==> config.mk <==
export PLATFORM = sky130hd
export DESIGN_NAME = cc_neuron_loader_flat
export DESIGN_NICKNAME = d
export VERILOG_FILES = /design/src/rtl/cc_neuron_loader_pkg.sv /design/src/rtl/cc_neuron_loader_if.sv /design/src/rtl/cc_neuron_slot_reg.sv /design/src/rtl/cc_neuron_loader.sv /design/src/flat_wrapper.sv
export SDC_FILE = /design/constraint.sdc
export NUM_CORES = 1
export LEC_CHECK = 0
export CAP_MARGIN = 20
export CORE_MARGIN = 1.5
export CORE_UTILIZATION = 50
export DETAILED_ROUTE_END_ITERATION = 16
export PLACE_DENSITY = 0.86
export SKIP_CTS_REPAIR_TIMING = 1
export SYNTH_ARGS = -nofsm -noshare
export SYNTH_HDL_FRONTEND = slang
export SYNTH_SLANG_ARGS = --single-unit
==> constraint.sdc <==
create_clock -name CC_NEURON_LOADER_CLOCK_50 -period 6 [get_ports CC_NEURON_LOADER_CLOCK_50]
set_input_delay 1.5 -clock CC_NEURON_LOADER_CLOCK_50 [delete_from_list [all_inputs] [get_ports CC_NEURON_LOADER_CLOCK_50]]
set_output_delay 1.5 -clock CC_NEURON_LOADER_CLOCK_50 [all_outputs]
set_load 0.005 [all_outputs]
==> src/rtl/cc_neuron_loader_pkg.sv <==
// Shared constants for the neuron loader: state encoding,
// neuron fan-in and default word width.
package cc_neuron_loader_pkg;

  localparam int NUMBER_DATAWIDTH_DEF = 8;
  localparam int NEURON_INPUTS = 4;

  localparam logic [1:0] ST_IDLE   = 2'd0;
  localparam logic [1:0] ST_LOAD   = 2'd1;
  localparam logic [1:0] ST_EVAL   = 2'd2;
  localparam logic [1:0] ST_RESULT = 2'd3;

  function automatic logic [NEURON_INPUTS-1:0] slot_onehot(
    input logic [1:0] idx
  );
    logic [NEURON_INPUTS-1:0] v;
    v = '0;
    v[idx] = 1'b1;
    return v;
  endfunction

endpackage

==> src/rtl/cc_neuron_loader_if.sv <==
// Stream, neuron-bus and result signals of the neuron loader.
// master = parent/consumer side, slave = the loader.
interface cc_neuron_loader_if #(
  parameter int DW = cc_neuron_loader_pkg::NUMBER_DATAWIDTH_DEF
);
  logic          CC_NEURON_LOADER_start_In;
  logic [DW-1:0] CC_NEURON_LOADER_threshold_InBUS;
  logic          CC_NEURON_LOADER_clear_In;
  logic          CC_NEURON_LOADER_valid_In;
  logic [DW-1:0] CC_NEURON_LOADER_x_InBUS;
  logic [DW-1:0] CC_NEURON_LOADER_w_InBUS;
  logic          CC_NEURON_LOADER_ready_Out;
  logic [DW-1:0] CC_NEURON_LOADER_t0_OutBUS;
  logic [DW-1:0] CC_NEURON_LOADER_x0_OutBUS;
  logic [DW-1:0] CC_NEURON_LOADER_x1_OutBUS;
  logic [DW-1:0] CC_NEURON_LOADER_x2_OutBUS;
  logic [DW-1:0] CC_NEURON_LOADER_x3_OutBUS;
  logic [DW-1:0] CC_NEURON_LOADER_w0_OutBUS;
  logic [DW-1:0] CC_NEURON_LOADER_w1_OutBUS;
  logic [DW-1:0] CC_NEURON_LOADER_w2_OutBUS;
  logic [DW-1:0] CC_NEURON_LOADER_w3_OutBUS;
  logic          CC_NEURON_LOADER_y0_In;
  logic          CC_NEURON_LOADER_result_Out;
  logic          CC_NEURON_LOADER_resultValid_Out;
  logic          CC_NEURON_LOADER_ack_In;
  logic          CC_NEURON_LOADER_busy_Out;

  modport master (
    output CC_NEURON_LOADER_start_In,
    output CC_NEURON_LOADER_threshold_InBUS,
    output CC_NEURON_LOADER_clear_In,
    output CC_NEURON_LOADER_valid_In,
    output CC_NEURON_LOADER_x_InBUS,
    output CC_NEURON_LOADER_w_InBUS,
    output CC_NEURON_LOADER_y0_In,
    output CC_NEURON_LOADER_ack_In,
    input  CC_NEURON_LOADER_ready_Out,
    input  CC_NEURON_LOADER_t0_OutBUS,
    input  CC_NEURON_LOADER_x0_OutBUS,
    input  CC_NEURON_LOADER_x1_OutBUS,
    input  CC_NEURON_LOADER_x2_OutBUS,
    input  CC_NEURON_LOADER_x3_OutBUS,
    input  CC_NEURON_LOADER_w0_OutBUS,
    input  CC_NEURON_LOADER_w1_OutBUS,
    input  CC_NEURON_LOADER_w2_OutBUS,
    input  CC_NEURON_LOADER_w3_OutBUS,
    input  CC_NEURON_LOADER_result_Out,
    input  CC_NEURON_LOADER_resultValid_Out,
    input  CC_NEURON_LOADER_busy_Out
  );

  modport slave (
    input  CC_NEURON_LOADER_start_In,
    input  CC_NEURON_LOADER_threshold_InBUS,
    input  CC_NEURON_LOADER_clear_In,
    input  CC_NEURON_LOADER_valid_In,
    input  CC_NEURON_LOADER_x_InBUS,
    input  CC_NEURON_LOADER_w_InBUS,
    input  CC_NEURON_LOADER_y0_In,
    input  CC_NEURON_LOADER_ack_In,
    output CC_NEURON_LOADER_ready_Out,
    output CC_NEURON_LOADER_t0_OutBUS,
    output CC_NEURON_LOADER_x0_OutBUS,
    output CC_NEURON_LOADER_x1_OutBUS,
    output CC_NEURON_LOADER_x2_OutBUS,
    output CC_NEURON_LOADER_x3_OutBUS,
    output CC_NEURON_LOADER_w0_OutBUS,
    output CC_NEURON_LOADER_w1_OutBUS,
    output CC_NEURON_LOADER_w2_OutBUS,
    output CC_NEURON_LOADER_w3_OutBUS,
    output CC_NEURON_LOADER_result_Out,
    output CC_NEURON_LOADER_resultValid_Out,
    output CC_NEURON_LOADER_busy_Out
  );

endinterface

==> src/rtl/cc_neuron_slot_reg.sv <==
// DW-bit holding register with async active-high reset
// and load enable; one per neuron bus word.
module cc_neuron_slot_reg #(
  parameter int DW = 8
) (
  input  logic          clk,
  input  logic          rst,
  input  logic          i_load,
  input  logic [DW-1:0] i_d,
  output logic [DW-1:0] o_q
);

  logic [DW-1:0] r_q;

  always_ff @(posedge clk or posedge rst) begin
    if (rst)
      r_q <= '0;
    else if (i_load)
      r_q <= i_d;
  end

  assign o_q = r_q;

endmodule

==> src/rtl/cc_neuron_loader.sv <==
// Sequencer feeding a 4-input neuron: loads threshold and
// (x,w) pairs, evaluates one cycle, holds the decision until ack.
module cc_neuron_loader
  import cc_neuron_loader_pkg::*;
#(
  parameter int NUMBER_DATAWIDTH = NUMBER_DATAWIDTH_DEF
) (
  input logic               CC_NEURON_LOADER_CLOCK_50,
  input logic               CC_NEURON_LOADER_RESET_InHigh,
  cc_neuron_loader_if.slave bus
);

  localparam int DW = NUMBER_DATAWIDTH;

  logic       clk;
  logic       rst;
  logic [1:0] r_state;
  logic [1:0] r_count;
  logic       r_ready;
  logic       r_result;
  logic       r_valid;

  logic                     w_clear;
  logic                     w_start;
  logic                     w_accept;
  logic [NEURON_INPUTS-1:0] w_slot_en;
  logic [DW-1:0]            w_t0;
  logic [DW-1:0]            w_x [NEURON_INPUTS];
  logic [DW-1:0]            w_w [NEURON_INPUTS];

  assign clk = CC_NEURON_LOADER_CLOCK_50;
  assign rst = CC_NEURON_LOADER_RESET_InHigh;

  // clear outranks start and beats: no register loads on a clear cycle
  assign w_clear  = bus.CC_NEURON_LOADER_clear_In;
  assign w_start  = (r_state == ST_IDLE) &
                    bus.CC_NEURON_LOADER_start_In & ~w_clear;
  assign w_accept = r_ready & bus.CC_NEURON_LOADER_valid_In &
                    ~w_clear;
  assign w_slot_en = w_accept ? slot_onehot(r_count) : '0;

  cc_neuron_slot_reg #(.DW(DW)) u_t0 (
    .clk    (clk),
    .rst    (rst),
    .i_load (w_start),
    .i_d    (bus.CC_NEURON_LOADER_threshold_InBUS),
    .o_q    (w_t0)
  );

  for (genvar g = 0; g < NEURON_INPUTS; g++) begin : g_slot
    cc_neuron_slot_reg #(.DW(DW)) u_x (
      .clk    (clk),
      .rst    (rst),
      .i_load (w_slot_en[g]),
      .i_d    (bus.CC_NEURON_LOADER_x_InBUS),
      .o_q    (w_x[g])
    );
    cc_neuron_slot_reg #(.DW(DW)) u_w (
      .clk    (clk),
      .rst    (rst),
      .i_load (w_slot_en[g]),
      .i_d    (bus.CC_NEURON_LOADER_w_InBUS),
      .o_q    (w_w[g])
    );
  end

  always_ff @(posedge clk or posedge rst) begin
    if (rst) begin
      r_state  <= ST_IDLE;
      r_count  <= 2'd0;
      r_ready  <= 1'b0;
      r_result <= 1'b0;
      r_valid  <= 1'b0;
    end else if (w_clear) begin
      r_state <= ST_IDLE;
      r_count <= 2'd0;
      r_ready <= 1'b0;
      r_valid <= 1'b0;
    end else begin
      unique case (r_state)
        ST_IDLE: begin
          if (w_start) begin
            r_state <= ST_LOAD;
            r_count <= 2'd0;
            r_ready <= 1'b1;
          end
        end
        ST_LOAD: begin
          if (w_accept) begin
            r_count <= r_count + 2'd1;
            if (r_count == 2'd3) begin
              r_state <= ST_EVAL;
              r_ready <= 1'b0;
            end
          end
        end
        ST_EVAL: begin
          r_result <= bus.CC_NEURON_LOADER_y0_In;
          r_valid  <= 1'b1;
          r_state  <= ST_RESULT;
        end
        ST_RESULT: begin
          if (bus.CC_NEURON_LOADER_ack_In) begin
            r_valid <= 1'b0;
            r_state <= ST_IDLE;
          end
        end
        default: r_state <= ST_IDLE;
      endcase
    end
  end

  assign bus.CC_NEURON_LOADER_ready_Out       = r_ready;
  assign bus.CC_NEURON_LOADER_result_Out      = r_result;
  assign bus.CC_NEURON_LOADER_resultValid_Out = r_valid;
  assign bus.CC_NEURON_LOADER_busy_Out        = (r_state != ST_IDLE);
  assign bus.CC_NEURON_LOADER_t0_OutBUS       = w_t0;
  assign bus.CC_NEURON_LOADER_x0_OutBUS       = w_x[0];
  assign bus.CC_NEURON_LOADER_x1_OutBUS       = w_x[1];
  assign bus.CC_NEURON_LOADER_x2_OutBUS       = w_x[2];
  assign bus.CC_NEURON_LOADER_x3_OutBUS       = w_x[3];
  assign bus.CC_NEURON_LOADER_w0_OutBUS       = w_w[0];
  assign bus.CC_NEURON_LOADER_w1_OutBUS       = w_w[1];
  assign bus.CC_NEURON_LOADER_w2_OutBUS       = w_w[2];
  assign bus.CC_NEURON_LOADER_w3_OutBUS       = w_w[3];

endmodule

==> src/flat_wrapper.sv <==
// flat-port wrapper written by rule: the top's interface ports become plain ports
module cc_neuron_loader_flat import cc_neuron_loader_pkg::*;
#(
  parameter int NUMBER_DATAWIDTH = NUMBER_DATAWIDTH_DEF
)
  (CC_NEURON_LOADER_CLOCK_50, CC_NEURON_LOADER_RESET_InHigh, bus_CC_NEURON_LOADER_start_In, bus_CC_NEURON_LOADER_threshold_InBUS, bus_CC_NEURON_LOADER_clear_In, bus_CC_NEURON_LOADER_valid_In, bus_CC_NEURON_LOADER_x_InBUS, bus_CC_NEURON_LOADER_w_InBUS, bus_CC_NEURON_LOADER_y0_In, bus_CC_NEURON_LOADER_ack_In, bus_CC_NEURON_LOADER_ready_Out, bus_CC_NEURON_LOADER_t0_OutBUS, bus_CC_NEURON_LOADER_x0_OutBUS, bus_CC_NEURON_LOADER_x1_OutBUS, bus_CC_NEURON_LOADER_x2_OutBUS, bus_CC_NEURON_LOADER_x3_OutBUS, bus_CC_NEURON_LOADER_w0_OutBUS, bus_CC_NEURON_LOADER_w1_OutBUS, bus_CC_NEURON_LOADER_w2_OutBUS, bus_CC_NEURON_LOADER_w3_OutBUS, bus_CC_NEURON_LOADER_result_Out, bus_CC_NEURON_LOADER_resultValid_Out, bus_CC_NEURON_LOADER_busy_Out);
  cc_neuron_loader_if #(.DW((8))) bus_i ();
  input logic CC_NEURON_LOADER_CLOCK_50;
  input logic CC_NEURON_LOADER_RESET_InHigh;
  input wire logic [$bits(bus_i.CC_NEURON_LOADER_start_In)-1:0] bus_CC_NEURON_LOADER_start_In;
  input wire logic [$bits(bus_i.CC_NEURON_LOADER_threshold_InBUS)-1:0] bus_CC_NEURON_LOADER_threshold_InBUS;
  input wire logic [$bits(bus_i.CC_NEURON_LOADER_clear_In)-1:0] bus_CC_NEURON_LOADER_clear_In;
  input wire logic [$bits(bus_i.CC_NEURON_LOADER_valid_In)-1:0] bus_CC_NEURON_LOADER_valid_In;
  input wire logic [$bits(bus_i.CC_NEURON_LOADER_x_InBUS)-1:0] bus_CC_NEURON_LOADER_x_InBUS;
  input wire logic [$bits(bus_i.CC_NEURON_LOADER_w_InBUS)-1:0] bus_CC_NEURON_LOADER_w_InBUS;
  input wire logic [$bits(bus_i.CC_NEURON_LOADER_y0_In)-1:0] bus_CC_NEURON_LOADER_y0_In;
  input wire logic [$bits(bus_i.CC_NEURON_LOADER_ack_In)-1:0] bus_CC_NEURON_LOADER_ack_In;
  output wire logic [$bits(bus_i.CC_NEURON_LOADER_ready_Out)-1:0] bus_CC_NEURON_LOADER_ready_Out;
  output wire logic [$bits(bus_i.CC_NEURON_LOADER_t0_OutBUS)-1:0] bus_CC_NEURON_LOADER_t0_OutBUS;
  output wire logic [$bits(bus_i.CC_NEURON_LOADER_x0_OutBUS)-1:0] bus_CC_NEURON_LOADER_x0_OutBUS;
  output wire logic [$bits(bus_i.CC_NEURON_LOADER_x1_OutBUS)-1:0] bus_CC_NEURON_LOADER_x1_OutBUS;
  output wire logic [$bits(bus_i.CC_NEURON_LOADER_x2_OutBUS)-1:0] bus_CC_NEURON_LOADER_x2_OutBUS;
  output wire logic [$bits(bus_i.CC_NEURON_LOADER_x3_OutBUS)-1:0] bus_CC_NEURON_LOADER_x3_OutBUS;
  output wire logic [$bits(bus_i.CC_NEURON_LOADER_w0_OutBUS)-1:0] bus_CC_NEURON_LOADER_w0_OutBUS;
  output wire logic [$bits(bus_i.CC_NEURON_LOADER_w1_OutBUS)-1:0] bus_CC_NEURON_LOADER_w1_OutBUS;
  output wire logic [$bits(bus_i.CC_NEURON_LOADER_w2_OutBUS)-1:0] bus_CC_NEURON_LOADER_w2_OutBUS;
  output wire logic [$bits(bus_i.CC_NEURON_LOADER_w3_OutBUS)-1:0] bus_CC_NEURON_LOADER_w3_OutBUS;
  output wire logic [$bits(bus_i.CC_NEURON_LOADER_result_Out)-1:0] bus_CC_NEURON_LOADER_result_Out;
  output wire logic [$bits(bus_i.CC_NEURON_LOADER_resultValid_Out)-1:0] bus_CC_NEURON_LOADER_resultValid_Out;
  output wire logic [$bits(bus_i.CC_NEURON_LOADER_busy_Out)-1:0] bus_CC_NEURON_LOADER_busy_Out;
  assign bus_i.CC_NEURON_LOADER_start_In = bus_CC_NEURON_LOADER_start_In;
  assign bus_i.CC_NEURON_LOADER_threshold_InBUS = bus_CC_NEURON_LOADER_threshold_InBUS;
  assign bus_i.CC_NEURON_LOADER_clear_In = bus_CC_NEURON_LOADER_clear_In;
  assign bus_i.CC_NEURON_LOADER_valid_In = bus_CC_NEURON_LOADER_valid_In;
  assign bus_i.CC_NEURON_LOADER_x_InBUS = bus_CC_NEURON_LOADER_x_InBUS;
  assign bus_i.CC_NEURON_LOADER_w_InBUS = bus_CC_NEURON_LOADER_w_InBUS;
  assign bus_i.CC_NEURON_LOADER_y0_In = bus_CC_NEURON_LOADER_y0_In;
  assign bus_i.CC_NEURON_LOADER_ack_In = bus_CC_NEURON_LOADER_ack_In;
  assign bus_CC_NEURON_LOADER_ready_Out = bus_i.CC_NEURON_LOADER_ready_Out;
  assign bus_CC_NEURON_LOADER_t0_OutBUS = bus_i.CC_NEURON_LOADER_t0_OutBUS;
  assign bus_CC_NEURON_LOADER_x0_OutBUS = bus_i.CC_NEURON_LOADER_x0_OutBUS;
  assign bus_CC_NEURON_LOADER_x1_OutBUS = bus_i.CC_NEURON_LOADER_x1_OutBUS;
  assign bus_CC_NEURON_LOADER_x2_OutBUS = bus_i.CC_NEURON_LOADER_x2_OutBUS;
  assign bus_CC_NEURON_LOADER_x3_OutBUS = bus_i.CC_NEURON_LOADER_x3_OutBUS;
  assign bus_CC_NEURON_LOADER_w0_OutBUS = bus_i.CC_NEURON_LOADER_w0_OutBUS;
  assign bus_CC_NEURON_LOADER_w1_OutBUS = bus_i.CC_NEURON_LOADER_w1_OutBUS;
  assign bus_CC_NEURON_LOADER_w2_OutBUS = bus_i.CC_NEURON_LOADER_w2_OutBUS;
  assign bus_CC_NEURON_LOADER_w3_OutBUS = bus_i.CC_NEURON_LOADER_w3_OutBUS;
  assign bus_CC_NEURON_LOADER_result_Out = bus_i.CC_NEURON_LOADER_result_Out;
  assign bus_CC_NEURON_LOADER_resultValid_Out = bus_i.CC_NEURON_LOADER_resultValid_Out;
  assign bus_CC_NEURON_LOADER_busy_Out = bus_i.CC_NEURON_LOADER_busy_Out;
  cc_neuron_loader #(.NUMBER_DATAWIDTH(NUMBER_DATAWIDTH)) u_core (.CC_NEURON_LOADER_CLOCK_50(CC_NEURON_LOADER_CLOCK_50), .CC_NEURON_LOADER_RESET_InHigh(CC_NEURON_LOADER_RESET_InHigh), .bus(bus_i));
endmodule
# Word-level counts from Yosys, hierarchy flattened
# Index checks and enable logic that the tools add are counted.
# totals
ff_bits	79
inputBits	31
out_inout_bits	76
wordCells	61
# classes
add_sub_neg	1
magnitude_cmp	2
n_eq_ne	8
muxes	21
n_bitwise	5
reduce_logical	10
# ops
operator	n
2-to-1 mux 2 bit	8
case mux 2 bit (4 select lines)	1
AND reduction 4 bit	2
2-to-1 mux 1 bit	7
equality test 2 bit, second input constant	3
inequality test 3 x 2 -> 1 bit, second input constant	2
inequality test 3 bit, second input constant	2
nonzero test 3 bit	2
bitwise AND 1 bit	4
2-to-1 mux 4 bit	1
case mux 1 bit (2 select lines)	2
case mux 2 bit (2 select lines)	1
AND reduction 2 bit	2
< comparator 2 x 3 -> 1 bit, second input constant	1
AND reduction 3 bit	1
adder 2 x 1 -> 2 bit, second input constant	1
demux 1 bit (select 2 bit)	1
equality test 2 x 1 -> 1 bit, second input constant	1
greater-or-equal comparator 2 x 1 -> 1 bit, second input constant	1
logical NOT 2 bit	1
nonzero test 2 bit	1
logical AND 1 bit	1
NOT 1 bit	1

# Longest topological paths before layout
# Gate-level depths: netlist of run 1.
# logic_depth
ltp_word	6
ltp_mapped	6
mapped_depth_nobuf	5

# By module
# A second synthesis of run 1 with hierarchy kept.
# hier_totals
cells_unflattened	223
area_unflattened_um2	3614.7
# by_module_without_submodules
mod	n_inst	cells_per_inst	area_per_inst_um2	seq_area_each_um2
cc_neuron_slot_reg	9	18	335.3	200.2
cc_neuron_loader	1	61	596.8	175.2

# Worst setup path before layout of run 1
# OpenSTA, ideal clock, no wires.
# synth_timing
path_type	in2reg
from	input bus_CC_NEURON_LOADER_clear_In
to	register u_core.r_state[0]
setup_time_ps	94
arrival_time_ps	2480
required_time_ps	5906
path_slack_ps	3426
path_stages	5
n_path_buf	2
path_cell_list	buf_6 nand4b_4 buf_6 a211o_1 a221oi_2
# synth_between
elab_chain_cells	4
elab_cells_between_ends	9
classes_between	eq/ne (4); mux (1); bitwise (3); reduce/logical (1)
# synth_lines
item	line_no	text
start: declaration	flat_wrapper.sv:12	input wire logic [$bits(bus_i.CC_NEURON_LOADER_clear_In)-1:0] bus_CC_NEURON_LOADER_clear_In;
NOT 1 bit	cc_neuron_loader.sv:37, cc_neuron_loader.sv:39	
bitwise AND 1 bit, on equally long branches	cc_neuron_loader.sv:38, cc_neuron_loader.sv:37	
inequality test 3 x 2 -> 1 bit (no source line) or inequality test 3 bit (tied branches)	-	
AND reduction 4 bit (no source line)	-	
end signal: assignment	cc_neuron_loader.sv:69	r_state <= ST_IDLE;
end signal: assignment	cc_neuron_loader.sv:75	r_state <= ST_IDLE;
end signal: assignment	cc_neuron_loader.sv:83	r_state <= ST_LOAD;
end: declaration	cc_neuron_loader.sv:17	logic [1:0] r_state;
# Several ways; a longest one is shown, not always the timed one.
# A chain may end at the register's enable or synchronous reset.

# Worst setup path after layout of run 1
# layout_timing
from	register u_core.r_state[0]
to	output bus_CC_NEURON_LOADER_busy_Out
# layout_between
elab_chain_cells	1
# layout_lines
item	line_no	text
nonzero test 2 bit	cc_neuron_loader.sv:116	assign bus.CC_NEURON_LOADER_busy_Out = (r_state != ST_IDLE);
end: declaration	flat_wrapper.sv:30	output wire logic [$bits(bus_i.CC_NEURON_LOADER_busy_Out)-1:0] bus_CC_NEURON_LOADER_busy_Out;
# No other way between the ends.

==> results.md, run 1 <==
| Result | Reported | Unit |
| --- | --- | --- |
| Outcome | completed | - |
| Post-Route Skew | 0.0106 | ns |
| Crit-path max FO | 5 | - |
| Number of port buffers | 106 | - |
| Largest net degree at the start of global routing | 47 | - |
| Root buffer selected by CTS | sky130_fd_sc_hd__clkbuf_8 | - |
| Count of synthesis-stage warnings from yosys | 0 | - |
| Area growth syn-to-layout | 39.7 | % |
| Total half-perimeter wirelength after legalization and detailed placement | 4720 | um |
| Static Leak | 2.24 | nW |
| Layout cells sized above 1 | 0.293 | - |
| GP Congestion | 0.729 | - |
| Most common cell after layout, fill and taps aside | sky130_fd_sc_hd__clkdlybuf4s50_1 | - |
| Rows | 29 | - |
| Number of buffers added by the clock tree synthesis step | 9 | - |
| Global routing usage on met3 | 0.0905 | - |
| Initial Utilization | 0.522 | - |
| FF-to-FF setup slack | 4.23 | ns |
| Final hold violations | 0 | - |
| Post-synthesis average cell area | 16.0 | um^2 |
| Class of the most critical setup path | flop to primary output | - |
| Transition at the pin with the smallest max-transition slack | 0.580 | ns |
| Depth of the worst hold-timing path | 1 | - |
| Most frequent cells in the layout | 106 x sky130_fd_sc_hd__clkdlybuf4s50_1, 79 x sky130_fd_sc_hd__dfrtp_1, 51 x sky130_fd_sc_hd__mux2_2, 22 x sky130_fd_sc_hd__mux2_4, 10 x sky130_fd_sc_hd__clkbuf_8 | - |
| Count of clock tree sinks | 79 | - |
| Ports | 107 | - |
| Antenna violations before repair | 0 | - |
| Count of antenna-violating nets left after detailed routing | 0 | - |
| Flop and latch count out of synthesis | 79 | - |
| Number of cells produced by synthesis | 208 | - |
| Vias post-DR | 2067 | - |
| Floorplan die area | 7160 | um^2 |
| Max-capacitance violation count | 0 | - |
| Slowest stage delay, CP | 0.49 | ns |
| Worst-case vdd ir drop | 0.000259 | V |
| Design area | 4650 | um^2 |
| Net count of the mapped netlist | 248 | - |
| Critical Path Start Type | flop | - |
| Iter 0 DRT Violations | 63 | - |
| DRC Markers | 0 | - |
| Peak-usage layer in the global routing report | met2 | - |
| Critical path capture point type | primary output | - |
| Wire length of the first global-routing pass | 11100 | um |
| Post-detailed-routing wire length | 6830 | um |
| Share of synthesized area occupied by flip-flops and latches | 0.594 | - |
| Number of buffers on the longest clock path | 2 | - |
| TritonRoute pass-1 iters | 4 | - |
| Max Freq | 313 | MHz |
| Reg2reg end | u_core.r_state[0]$_DFFE_PP0P_ | - |
| M2 GR Usage | 0.311 | - |
| Met1 track demand over resource | 0.262 | - |
| FF-to-FF Start | u_core.r_count[0]$_DFFE_PP0P_ | - |
| Final Cycle Share | 0.533 | - |
| Number of global-route vias before repair | 2173 | - |
| Post-synthesis instance area | 3330 | um^2 |
| Final-report setup violation count | 0 | - |
| Mean number of vias per cell | 5.15 | - |
| Source-to-sink clock delay at the later pin of the worst-skew pair | 0.35 | ns |
| Max_slew headroom | 0.613 | - |
| Count of distinct cell types in the synthesized netlist | 25 | - |
| Areal power density over the cells | 387 | nW/um^2 |
| Hold Path End | u_core.g_slot[1].u_w.o_q[5]$_DFFE_PP0P_ | - |
| Shortest clock period the worst path allows after layout | 3.20 | ns |
| Die W | 84.6 | um |
| Slowest CP cell | sky130_fd_sc_hd__clkdlybuf4s50_1 | - |
| Maximum level of the CTS H-tree | 3 | - |
| Crit path arrival time | 1.70 | ns |
| Final standard cell count with taps included and fillers excluded | 401 | - |
| Final #Nets | 359 | - |
| Core region area | 6390 | um^2 |
| Count of antenna diodes in the layout | 0 | - |
| Chip height | 84.6 | um |
| Clock tree from TritonCTS | yes | - |
| Cell Count Post-Placement | 385 | - |
| Launch point of the worst hold path | u_core.g_slot[1].u_w.o_q[5]$_DFFE_PP0P_ | - |
| Detailed-route wire length per cell | 17.0 | um |
| Min-Delay Path Class | flop to flop | - |
| Data required time at the worst endpoint | 4.50 | ns |
| GRT overflow | 0 | - |
| Number of cell instances on the worst register-to-register path | 4 | - |
| Overall track demand over capacity in global routing | 0.204 | - |
| RSZ-0062 raised after global routing | no | - |
| Clock transition time at the flip-flop clock pins of the worst setup and hold paths | 0.08 | ns |
| Setup_tns | 0 | ns |
| Dominant cell type by count on the critical path | sky130_fd_sc_hd__inv_1 | - |
| Max Slew Vio Count | 0 | - |
| DP Area | 4430 | um^2 |
| Cell breakdown of the critical path | inv_1 -> ha_1 -> inv_1 -> clkdlybuf4s50_1 | - |
-- final cells by class --
| cell class | instances | area, um^2 |
|---|---|---|
| repair buffers | 107 | 1070 |
| flip-flops and latches | 79 | 1980 |
| well taps | 77 | 96.3 |
| clock inverters | 5 | 81.3 |
| fillers | 426 | 1730 |
| clock buffers | 11 | 141 |
| multi-input cells | 115 | 1260 |
| inverters | 7 | 27.5 |
-- how the worst max path moves through the flow --
| stage | cells past startpoint | endpoint | slack [ns] | startpoint |
|---|---|---|---|---|
| floorplan | 1 | u_core.bus.CC_NEURON_LOADER_ready_Out$_DFFE_PP0P_ | 2.48 | CC_NEURON_LOADER_RESET_InHigh |
| global placement | 4 | u_core.r_state[0]$_DFFE_PP0P_ | 2.64 | bus_CC_NEURON_LOADER_clear_In |
| global route | 4 | bus_CC_NEURON_LOADER_busy_Out | 2.73 | u_core.r_state[0]$_DFFE_PP0P_ |
| detailed placement | 4 | u_core.r_state[0]$_DFFE_PP0P_ | 2.59 | bus_CC_NEURON_LOADER_clear_In |
| finish | 4 | bus_CC_NEURON_LOADER_busy_Out | 2.80 | u_core.r_state[0]$_DFFE_PP0P_ |
| CTS | 4 | bus_CC_NEURON_LOADER_busy_Out | 2.78 | u_core.r_state[0]$_DFFE_PP0P_ |
-- Yosys cell counts --
cell,n,area (um^2)
sky130_fd_sc_hd__a211o_1,1,8.76
sky130_fd_sc_hd__or3_1,1,6.26
sky130_fd_sc_hd__mux2_2,51,574
sky130_fd_sc_hd__mux2i_1,2,20.0
sky130_fd_sc_hd__buf_6,5,56.3
sky130_fd_sc_hd__nand2_4,3,33.8
sky130_fd_sc_hd__a21oi_1,4,20.0
sky130_fd_sc_hd__nand4b_4,1,23.8
sky130_fd_sc_hd__o21ai_0,3,15.0
sky130_fd_sc_hd__a21boi_0,1,7.51
sky130_fd_sc_hd__ha_1,9,113
sky130_fd_sc_hd__a221oi_2,1,15.0
sky130_fd_sc_hd__inv_1,7,26.3
sky130_fd_sc_hd__nand2b_1,2,12.5
sky130_fd_sc_hd__or4_1,1,7.51
sky130_fd_sc_hd__and3b_1,1,8.76
sky130_fd_sc_hd__dfrtp_1,79,1980
sky130_fd_sc_hd__nor2b_1,4,25.0
sky130_fd_sc_hd__nand2_1,4,15.0
sky130_fd_sc_hd__nor2_1,1,3.75
sky130_fd_sc_hd__mux2_4,22,330
sky130_fd_sc_hd__o211ai_1,1,7.51
sky130_fd_sc_hd__nor4_1,1,6.26
sky130_fd_sc_hd__nand3b_1,1,7.51
sky130_fd_sc_hd__buf_2,2,10.0
-- critical path: cells and delay by family, from the launching register on --
kind,cells,cell delay [ns]
fa+ha+maj,1,0.27
buf+inv,3,0.68
flops,1,0.40
-- layer usage --
layer  wire [um]  vias up
met1        2950     1035
met2        3180       76
li1            -      948
met4          81        0
met3         612        8
met5           0        -
-- per-stage QoR --
stage,util,hold WS (ns),setup slack (ns),power [mW]
finish,0.729,0.506,2.80,1.80
floorplan,-,0.504,2.48,1.03
CTS,0.729,0.511,2.78,1.82
global placement,0.694,0.486,2.64,1.36
global route,0.729,0.519,2.73,1.90
detailed placement,0.694,0.493,2.59,1.38
-- power by group --
| group | internal (mW) | switching, mW | leakage, nW |
|---|---|---|---|
| clock network | 0.246 | 0.192 | 0.110 |
| logic | 0.415 | 0.195 | 1.09 |
| registers | 0.672 | 0.0827 | 1.04 |
| total | 1.33 | 0.470 | 2.24 |
-- registers in the layout, indices dropped and copies added, names as in the netlist --
signal and cells:
u_core.g_slot.u_w.o_q 32, u_core.g_slot.u_x.o_q 32, u_core.r_state 2, u_core.u_t0.o_q 8, u_core.bus.CC_NEURON_LOADER_ready_Out 1, u_core.bus.CC_NEURON_LOADER_result_Out 1, u_core.bus.CC_NEURON_LOADER_resultValid_Out 1, u_core.r_count 2
-- cells by family after synthesis --
kind of cell,Yosys count,synth area share
adders and majority gates,9,0.0338
DFF,79,0.594
buffers and inverters,14,0.0278
muxes,75,0.278
AOI/OAI and AO/OA,11,0.0222
and+or+nand+nor,20,0.0451
No activity file was read; power rests on OpenSTA's default activity.
==> run 2, diff against run 1 <==
- CORE_UTILIZATION: 50 -> 42
- PLACE_DENSITY: 0.86 -> 0.77
- clock period: 6 -> 2.6 ns (I/O delays scaled with it)
==> run 2 against run 1 <==
Clock skew decreased by 0.00085 ns. Design area increased by 1.0%. Sequential power increased by 130%. Power increased by 120%. First-iteration DRC count increased by 3.2%. Via count increased by 0.68%. Wire length increased by 0.83%. Non-clock buffer count increased by 3. Combinational power increased by 130%.
==> results.md, run 2 (synthesis results as in run 1) <==
| Result | Reported | Unit | Delta |
| --- | --- | --- | --- |
| Cell Count Post-Placement | 413 | - | +7.3% |
| Tightest hold margin | 0.507 | ns | +0.000948 ns |
| Largest net degree at the start of global routing | 46 | - | -2.1% |
| Dominant cell type by count on the critical path | sky130_fd_sc_hd__inv_1 | - |  |
| Most frequent cells in the layout | 106 x sky130_fd_sc_hd__clkdlybuf4s50_1, 79 x sky130_fd_sc_hd__dfrtp_1, 51 x sky130_fd_sc_hd__mux2_2, 22 x sky130_fd_sc_hd__mux2_4, 10 x sky130_fd_sc_hd__clkbuf_8 | - |  |
| Crit-path max FO | 5 | - | unchanged |
| Min-Delay Path Class | flop to flop | - |  |
| Wire length of the first global-routing pass | 11000 | um | -0.62% |
| Iter 0 DRT Violations | 65 | - | +3.2% |
| Fill cell count | 629 | - | +48% |
| Transition at the pin with the smallest max-transition slack | 0.402 | ns | -0.178 ns |
| Max Freq | 431 | MHz |  |
| Max Slew Vio Count | 0 | - | unchanged |
| Clock tree from TritonCTS | yes | - |  |
| Net load switching power | 1.12 | mW | +140% |
| Slowest stage delay, CP | 0.49 | ns | about the same |
| Number of buffers on the longest clock path | 2 | - | unchanged |
| Ports | 107 | - | unchanged |
| Mean number of vias per cell | 4.85 | - | -5.9% |
| Static Leak | 2.24 | nW | about the same |
| Area growth syn-to-layout | 41.2 | % |  |
| GP Congestion | 0.824 | - | +13% |
| Slowest CP cell | sky130_fd_sc_hd__clkdlybuf4s50_1 | - |  |
| Clock transition time at the flip-flop clock pins of the worst setup and hold paths | 0.08 | ns | about the same |
| Floorplan die area | 8470 | um^2 | +18% |
| Number of global-route vias before repair | 2198 | - | +1.2% |
| GRT overflow | 0 | - | unchanged |
| Worst setup timing slack at the placement stage | 0.294 | ns | -2.29 ns |
| Final #Nets | 362 | - | +0.84% |
| Critical Path Start Type | flop | - |  |
| TritonRoute pass-1 iters | 4 | - | unchanged |
| Class of the most critical setup path | flop to primary output | - |  |
| Switching power share of the total | 0.279 | - | +0.0180 |
| Final hold violations | 0 | - | unchanged |
| Core region area | 7690 | um^2 | +20% |
| Worst-case vdd ir drop | 0.000409 | V | +58% |
| Area used by multi-input combinational logic | 1260 | um^2 | unchanged |
| Most common cell after layout, fill and taps aside | sky130_fd_sc_hd__clkdlybuf4s50_1 | - |  |
| Final-report setup violation count | 0 | - | unchanged |
| Post-detailed-routing wire length | 6890 | um | +0.83% |
| Initial Utilization | 0.433 | - | -0.0883 |
| Final standard cell count with taps included and fillers excluded | 429 | - | +7.0% |
| Sum of internal, switching and leakage power | 4.02 | mW | +120% |
| Number of port buffers | 106 | - | unchanged |
| Crit path arrival time | 1.67 | ns | -0.03 ns |
| Beginning of the critical path | u_core.r_state[0]$_DFFE_PP0P_ | - |  |
| Overall track demand over capacity in global routing | 0.170 | - | -0.0340 |
| Final Cycle Share | 0.892 | - |  |
| Max_slew headroom | 0.731 | - | +0.118 |
| Cell Int Power | 2.90 | mW | +120% |
| Max-capacitance violation count | 0 | - | unchanged |
| Vias post-DR | 2081 | - | +0.68% |
| FF-to-FF Start | u_core.r_state[0]$_DFFE_PP0P_ | - |  |
| Count of antenna diodes in the layout | 0 | - | unchanged |
| Detailed-route wire length per cell | 16.1 | um | -5.7% |
| DRC Markers | 0 | - | unchanged |
| Rows | 32 | - | +10% |
| Shortest clock period the worst path allows after layout | 2.32 | ns |  |
| Post-Route Skew | 0.00973 | ns | -0.000845 ns |
| Maximum level of the CTS H-tree | 3 | - | unchanged |
| Source-to-sink clock delay at the later pin of the worst-skew pair | 0.35 | ns | about the same |
| RSZ-0062 raised after global routing | no | - |  |
| Count of clock tree sinks | 79 | - | unchanged |
| Count of antenna-violating nets left after detailed routing | 0 | - | unchanged |
| Data required time at the worst endpoint | 1.95 | ns | -2.55 ns |
| Setup slack after layout | 0.281 | ns | -2.52 ns |
| Chip height | 92.1 | um | +8.8% |
| Outcome | completed | - |  |
| Number of buffers added by the clock tree synthesis step | 9 | - | unchanged |
| Die W | 92.1 | um | +8.8% |
| Fraction of power consumed by combinational cells | 0.354 | - | +0.015 |
| Total area of sequential cells | 1980 | um^2 | unchanged |
| Critical path capture point type | primary output | - |  |
| Total half-perimeter wirelength after legalization and detailed placement | 4960 | um | +5.1% |
| Antenna violations before repair | 0 | - | unchanged |
| Cell breakdown of the critical path | inv_1 -> ha_1 -> inv_1 -> clkdlybuf4s50_1 | - |  |
| Clk pwr share | 0.213 | - | -0.030 |
| Setup_tns | 0 | ns | unchanged |
| Areal power density over the cells | 855 | nW/um^2 | +120% |
| Sequential power share | 0.434 | - | +0.016 |
| Layout cells sized above 1 | 0.303 | - | +0.00954 |
| Launch point of the worst hold path | u_core.u_t0.o_q[6]$_DFFE_PP0P_ | - |  |
| Root buffer selected by CTS | sky130_fd_sc_hd__clkbuf_8 | - |  |
==> run 2: cell count changes in the layout (fill, tap and decap cells not counted) <==
cell,previous run,this run
sky130_fd_sc_hd__buf_12,0,2
sky130_fd_sc_hd__bufinv_16,2,0
sky130_fd_sc_hd__clkinv_2,2,0
sky130_fd_sc_hd__clkinvlp_4,1,3
sky130_fd_sc_hd__buf_4,1,2
sky130_fd_sc_hd__clkbuf_1,1,0
sky130_fd_sc_hd__clkinv_4,1,2
sky130_fd_sc_hd__inv_6,0,1
sky130_fd_sc_hd__inv_8,0,1
==> run 2: routing by layer <==
layer	global-route usage	vias up	wire (um)
li1	-	952	-
met1	0.219	1058	3080
met2	0.274	63	3400
met3	0.0398	8	329
met4	0.0692	0	83
met5	0	-	0
==> run 2: path summary, 6_finish.rpt <==
kind | end | slack, ns | cells after the start
min in group asynchronous | u_core.g_slot[3].u_x.o_q[0]$_DFFE_PP0P_ | 0.60 | 2
worst min-delay path | u_core.u_t0.o_q[6]$_DFFE_PP0P_ | 0.51 | 1
worst max register to register | u_core.u_t0.o_q[1]$_DFFE_PP0P_ | 0.94 | 4
worst min register to register | u_core.u_t0.o_q[6]$_DFFE_PP0P_ | 0.51 | 1
max in group asynchronous | u_core.g_slot[3].u_w.o_q[7]$_DFFE_PP0P_ | 1.50 | 3
worst max-delay path | bus_CC_NEURON_LOADER_busy_Out | 0.28 | 4
==> run 2: critical path: cells and delay by family, from the launching register on <==
| kind | cells | cell delay [ns] |
|---|---|---|
| flip-flops | 1 | 0.39 |
| adder cells (fa/ha/maj) | 1 | 0.28 |
| buffers and inverters | 3 | 0.67 |
==> run 2: area by class of cell <==
type                       instances  share of cell area
clock buffer                      10              0.0293
clock inverter                     6              0.0112
inverter                           7             0.00639
multi-input combinational        115               0.268
sequential                        79               0.420
tap                              102              0.0271
timing repair buffer             110               0.237
==> run 2: power groups by stage <==
stage	clock (mW)	sequential (mW)	combinational, mW
finish	0.855	1.74	1.42
global route	0.932	1.78	1.54
CTS	0.887	1.74	1.45
detailed placement	0	1.76	1.45
global placement	0	1.75	1.41
floorplan	0	1.77	0.609
==> run 2: metrics by stage <==
step                cell area [um^2]  utilization
floorplan                       3330            -
global placement                4510        0.587
detailed placement              4510        0.587
CTS                             4700        0.612
global route                    4700        0.612
finish                          4700        0.612
==> run 3, diff against run 2 <==
- CORE_MARGIN: 1.5 -> unset
- RECOVER_POWER: unset -> 50
- SLEW_MARGIN: unset -> 20
==> run 3 against run 2 <==
The run now ends with DRC left. Non-clock buffer count unchanged. Combinational power down 3%. Power down 0.89%. Worst setup slack worse by 0.013 ns. Register-to-register slack worse by 0.27 ns. Critical path depth unchanged. First-iteration DRC count up 3.1%. Fmax down 0.58%. Core utilization down 0.52 points. Die area down 2.2%. Final cell count unchanged. Critical path type unchanged. Largest cell class unchanged.
==> results.md, run 3 (synthesis results as in run 1) <==
| Result | Reported | Unit | Delta |
| --- | --- | --- | --- |
| Violated checks | DRC | - |  |
| Area growth syn-to-layout | 40.0 | % |  |
| Mean number of vias per cell | 4.77 | - | -1.6% |
| Most common cell after layout, fill and taps aside | sky130_fd_sc_hd__clkdlybuf4s50_1 | - |  |
| Fill cell count | 616 | - | -2.1% |
| Wire length of the first global-routing pass | 11400 | um | +3.7% |
| Detailed-route wire length per cell | 15.8 | um | -1.7% |
| Root buffer selected by CTS | sky130_fd_sc_hd__clkbuf_8 | - |  |
| Core region area | 7690 | um^2 | unchanged |
| Launch point of the worst hold path | u_core.u_t0.o_q[0]$_DFFE_PP0P_ | - |  |
| Number of port buffers | 106 | - | unchanged |
| RSZ-0062 raised after global routing | no | - |  |
| Crit path arrival time | 1.68 | ns | about the same |
| Maximum level of the CTS H-tree | 3 | - | unchanged |
| Chip height | 91.1 | um | -1.1% |
| Final #Nets | 362 | - | unchanged |
| Worst-case vdd ir drop | 0.000457 | V | +12% |
| Max Freq | 429 | MHz | -0.58% |
| Post-Route Skew | 0.00843 | ns | -0.00130 ns |
| Final hold violations | 0 | - | unchanged |
| Ports | 107 | - | unchanged |
| Max-capacitance violation count | 0 | - | unchanged |
| Critical Path Start Type | flop | - |  |
| Post-detailed-routing wire length | 6770 | um | -1.7% |
| TritonRoute pass-1 iters | 10 | - | +6 |
| Depth of the worst hold-timing path | 1 | - | unchanged |
| Floorplan die area | 8290 | um^2 | -2.2% |
| Count of antenna-violating nets left after detailed routing | 0 | - | unchanged |
| Overall track demand over capacity in global routing | 0.180 | - | +0.0108 |
| Setup_tns | 0 | ns | unchanged |
| Beginning of the critical path | u_core.r_state[0]$_DFFE_PP0P_ | - |  |
| FF-to-FF Start | u_core.r_count[0]$_DFFE_PP0P_ | - |  |
| GRT overflow | 0 | - | unchanged |
| Data required time at the worst endpoint | 1.95 | ns | about the same |
| Number of buffers added by the clock tree synthesis step | 9 | - | unchanged |
| Crit-path max FO | 5 | - | unchanged |
| Total half-perimeter wirelength after legalization and detailed placement | 4770 | um | -3.9% |
| Static Leak | 2.26 | nW | +0.75% |
| Critical path capture point type | primary output | - |  |
| Sum of internal, switching and leakage power | 3.98 | mW | -0.89% |
| Clock tree from TritonCTS | yes | - |  |
| GP Congestion | 0.800 | - | -2.9% |
| Max Slew Vio Count | 0 | - | unchanged |
| Final Cycle Share | 0.897 | - | +0.00519 |
| DRC Markers | 1 | - | +1 |
| Largest net degree at the start of global routing | 31 | - | -33% |
| Min-Delay Path Class | flop to flop | - |  |
| Rows | 32 | - | unchanged |
| Final-report setup violation count | 0 | - | unchanged |
| Class of the most critical setup path | flop to primary output | - |  |
| Outcome | complete, but fails checks | - |  |
| Antenna violations before repair | 0 | - | unchanged |
| Iter 0 DRT Violations | 67 | - | +3.1% |
| Die W | 91.1 | um | -1.1% |
| Shortest clock period the worst path allows after layout | 2.33 | ns | +0.0135 ns |
| Areal power density over the cells | 855 | nW/um^2 | about the same |
| Number of global-route vias before repair | 2217 | - | +0.86% |
| Clock transition time at the flip-flop clock pins of the worst setup and hold paths | 0.08 | ns | about the same |
| Count of clock tree sinks | 79 | - | unchanged |
| Initial Utilization | 0.433 | - | unchanged |
| Layout cells sized above 1 | 0.297 | - | -0.00612 |
| Count of antenna diodes in the layout | 0 | - | unchanged |
| Number of cell instances on the worst register-to-register path | 4 | - | unchanged |
| Most frequent cells in the layout | 89 x sky130_fd_sc_hd__clkdlybuf4s50_1, 79 x sky130_fd_sc_hd__dfrtp_1, 51 x sky130_fd_sc_hd__mux2_2, 22 x sky130_fd_sc_hd__mux2_4, 17 x sky130_fd_sc_hd__dlygate4sd3_1 | - |  |
| Source-to-sink clock delay at the later pin of the worst-skew pair | 0.35 | ns | about the same |
| Transition at the pin with the smallest max-transition slack | 1.21 | ns | +0.808 ns |
| Max_slew headroom | 0.189 | - | -0.542 |
| Number of buffers on the longest clock path | 2 | - | unchanged |
| Tightest hold margin | 0.503 | ns | -0.00373 ns |
| Vias post-DR | 2048 | - | -1.6% |
-- run 3: cell count changes in the layout (fill, tap and decap cells not counted), sizes merged --
cell / before / now
clkinv: 2 / 3
clkinvlp: 3 / 2
clkbuf: 10 / 12
dlygate4sd3: 0 / 17
buf: 4 / 2
clkdlybuf4s50: 106 / 89
-- run 3: routing by layer --
layer | vias to the layer above | global-route usage | routed length, um
met4 | 0 | 0.0754 | 65
li1 | 957 | - | -
met1 | 1022 | 0.237 | 3150
met5 | - | 0 | 0
met2 | 63 | 0.283 | 3190
met3 | 6 | 0.0477 | 359
-- run 3: worst max-delay path, stage by stage, from the launching register on --
cell and delay, ns:
sky130_fd_sc_hd__dfrtp_1 0.39, sky130_fd_sc_hd__inv_1 0.11, sky130_fd_sc_hd__ha_1 0.28, sky130_fd_sc_hd__inv_1 0.07, sky130_fd_sc_hd__clkdlybuf4s50_1 0.49
-- run 3: final timing paths --
kind | to | slack, ns
min | u_core.u_t0.o_q[0]$_DFFE_PP0P_ | 0.50
max in group asynchronous | u_core.g_slot[1].u_x.o_q[0]$_DFFE_PP0P_ | 0.48
max | bus_CC_NEURON_LOADER_busy_Out | 0.27
min in group asynchronous | u_core.g_slot[1].u_x.o_q[2]$_DFFE_PP0P_ | 1.00
max reg2reg | u_core.g_slot[3].u_x.o_q[0]$_DFFE_PP0P_ | 0.67
min reg2reg | u_core.u_t0.o_q[0]$_DFFE_PP0P_ | 0.50
-- run 3: layout make-up --
class | count | area [um^2] | area share
multi-input combinational | 115 | 1240 | 0.266
clock buffer | 10 | 138 | 0.0295
inverter | 7 | 27.5 | 0.00590
clock inverter | 6 | 53.8 | 0.0115
timing repair buffer | 110 | 1100 | 0.236
tap | 102 | 128 | 0.0274
sequential | 79 | 1980 | 0.424
-- run 3: report_power, final --
group,total [mW],leakage [nW],switching (mW),internal [mW]
logic,1.38,1.12,0.448,0.932
registers,1.73,1.04,0.183,1.55
clock network,0.873,0.0950,0.485,0.388
total,3.98,2.26,1.12,2.87
-- run 3: per-stage QoR --
| stage | std cells | util | setup WS (ns) | cell area (um^2) |
|---|---|---|---|---|
| 6_report | 429 | 0.606 | 0.267 | 4660 |
| 5_1_grt | 429 | 0.606 | 0.148 | 4660 |
| 4_1_cts | 429 | 0.612 | 0.235 | 4700 |
| 3_5_place_dp | 413 | 0.587 | 0.264 | 4510 |
| 3_3_place_gp | 413 | 0.587 | 0.309 | 4510 |
| 2_1_floorplan | 208 | - | 0.876 | 3330 |
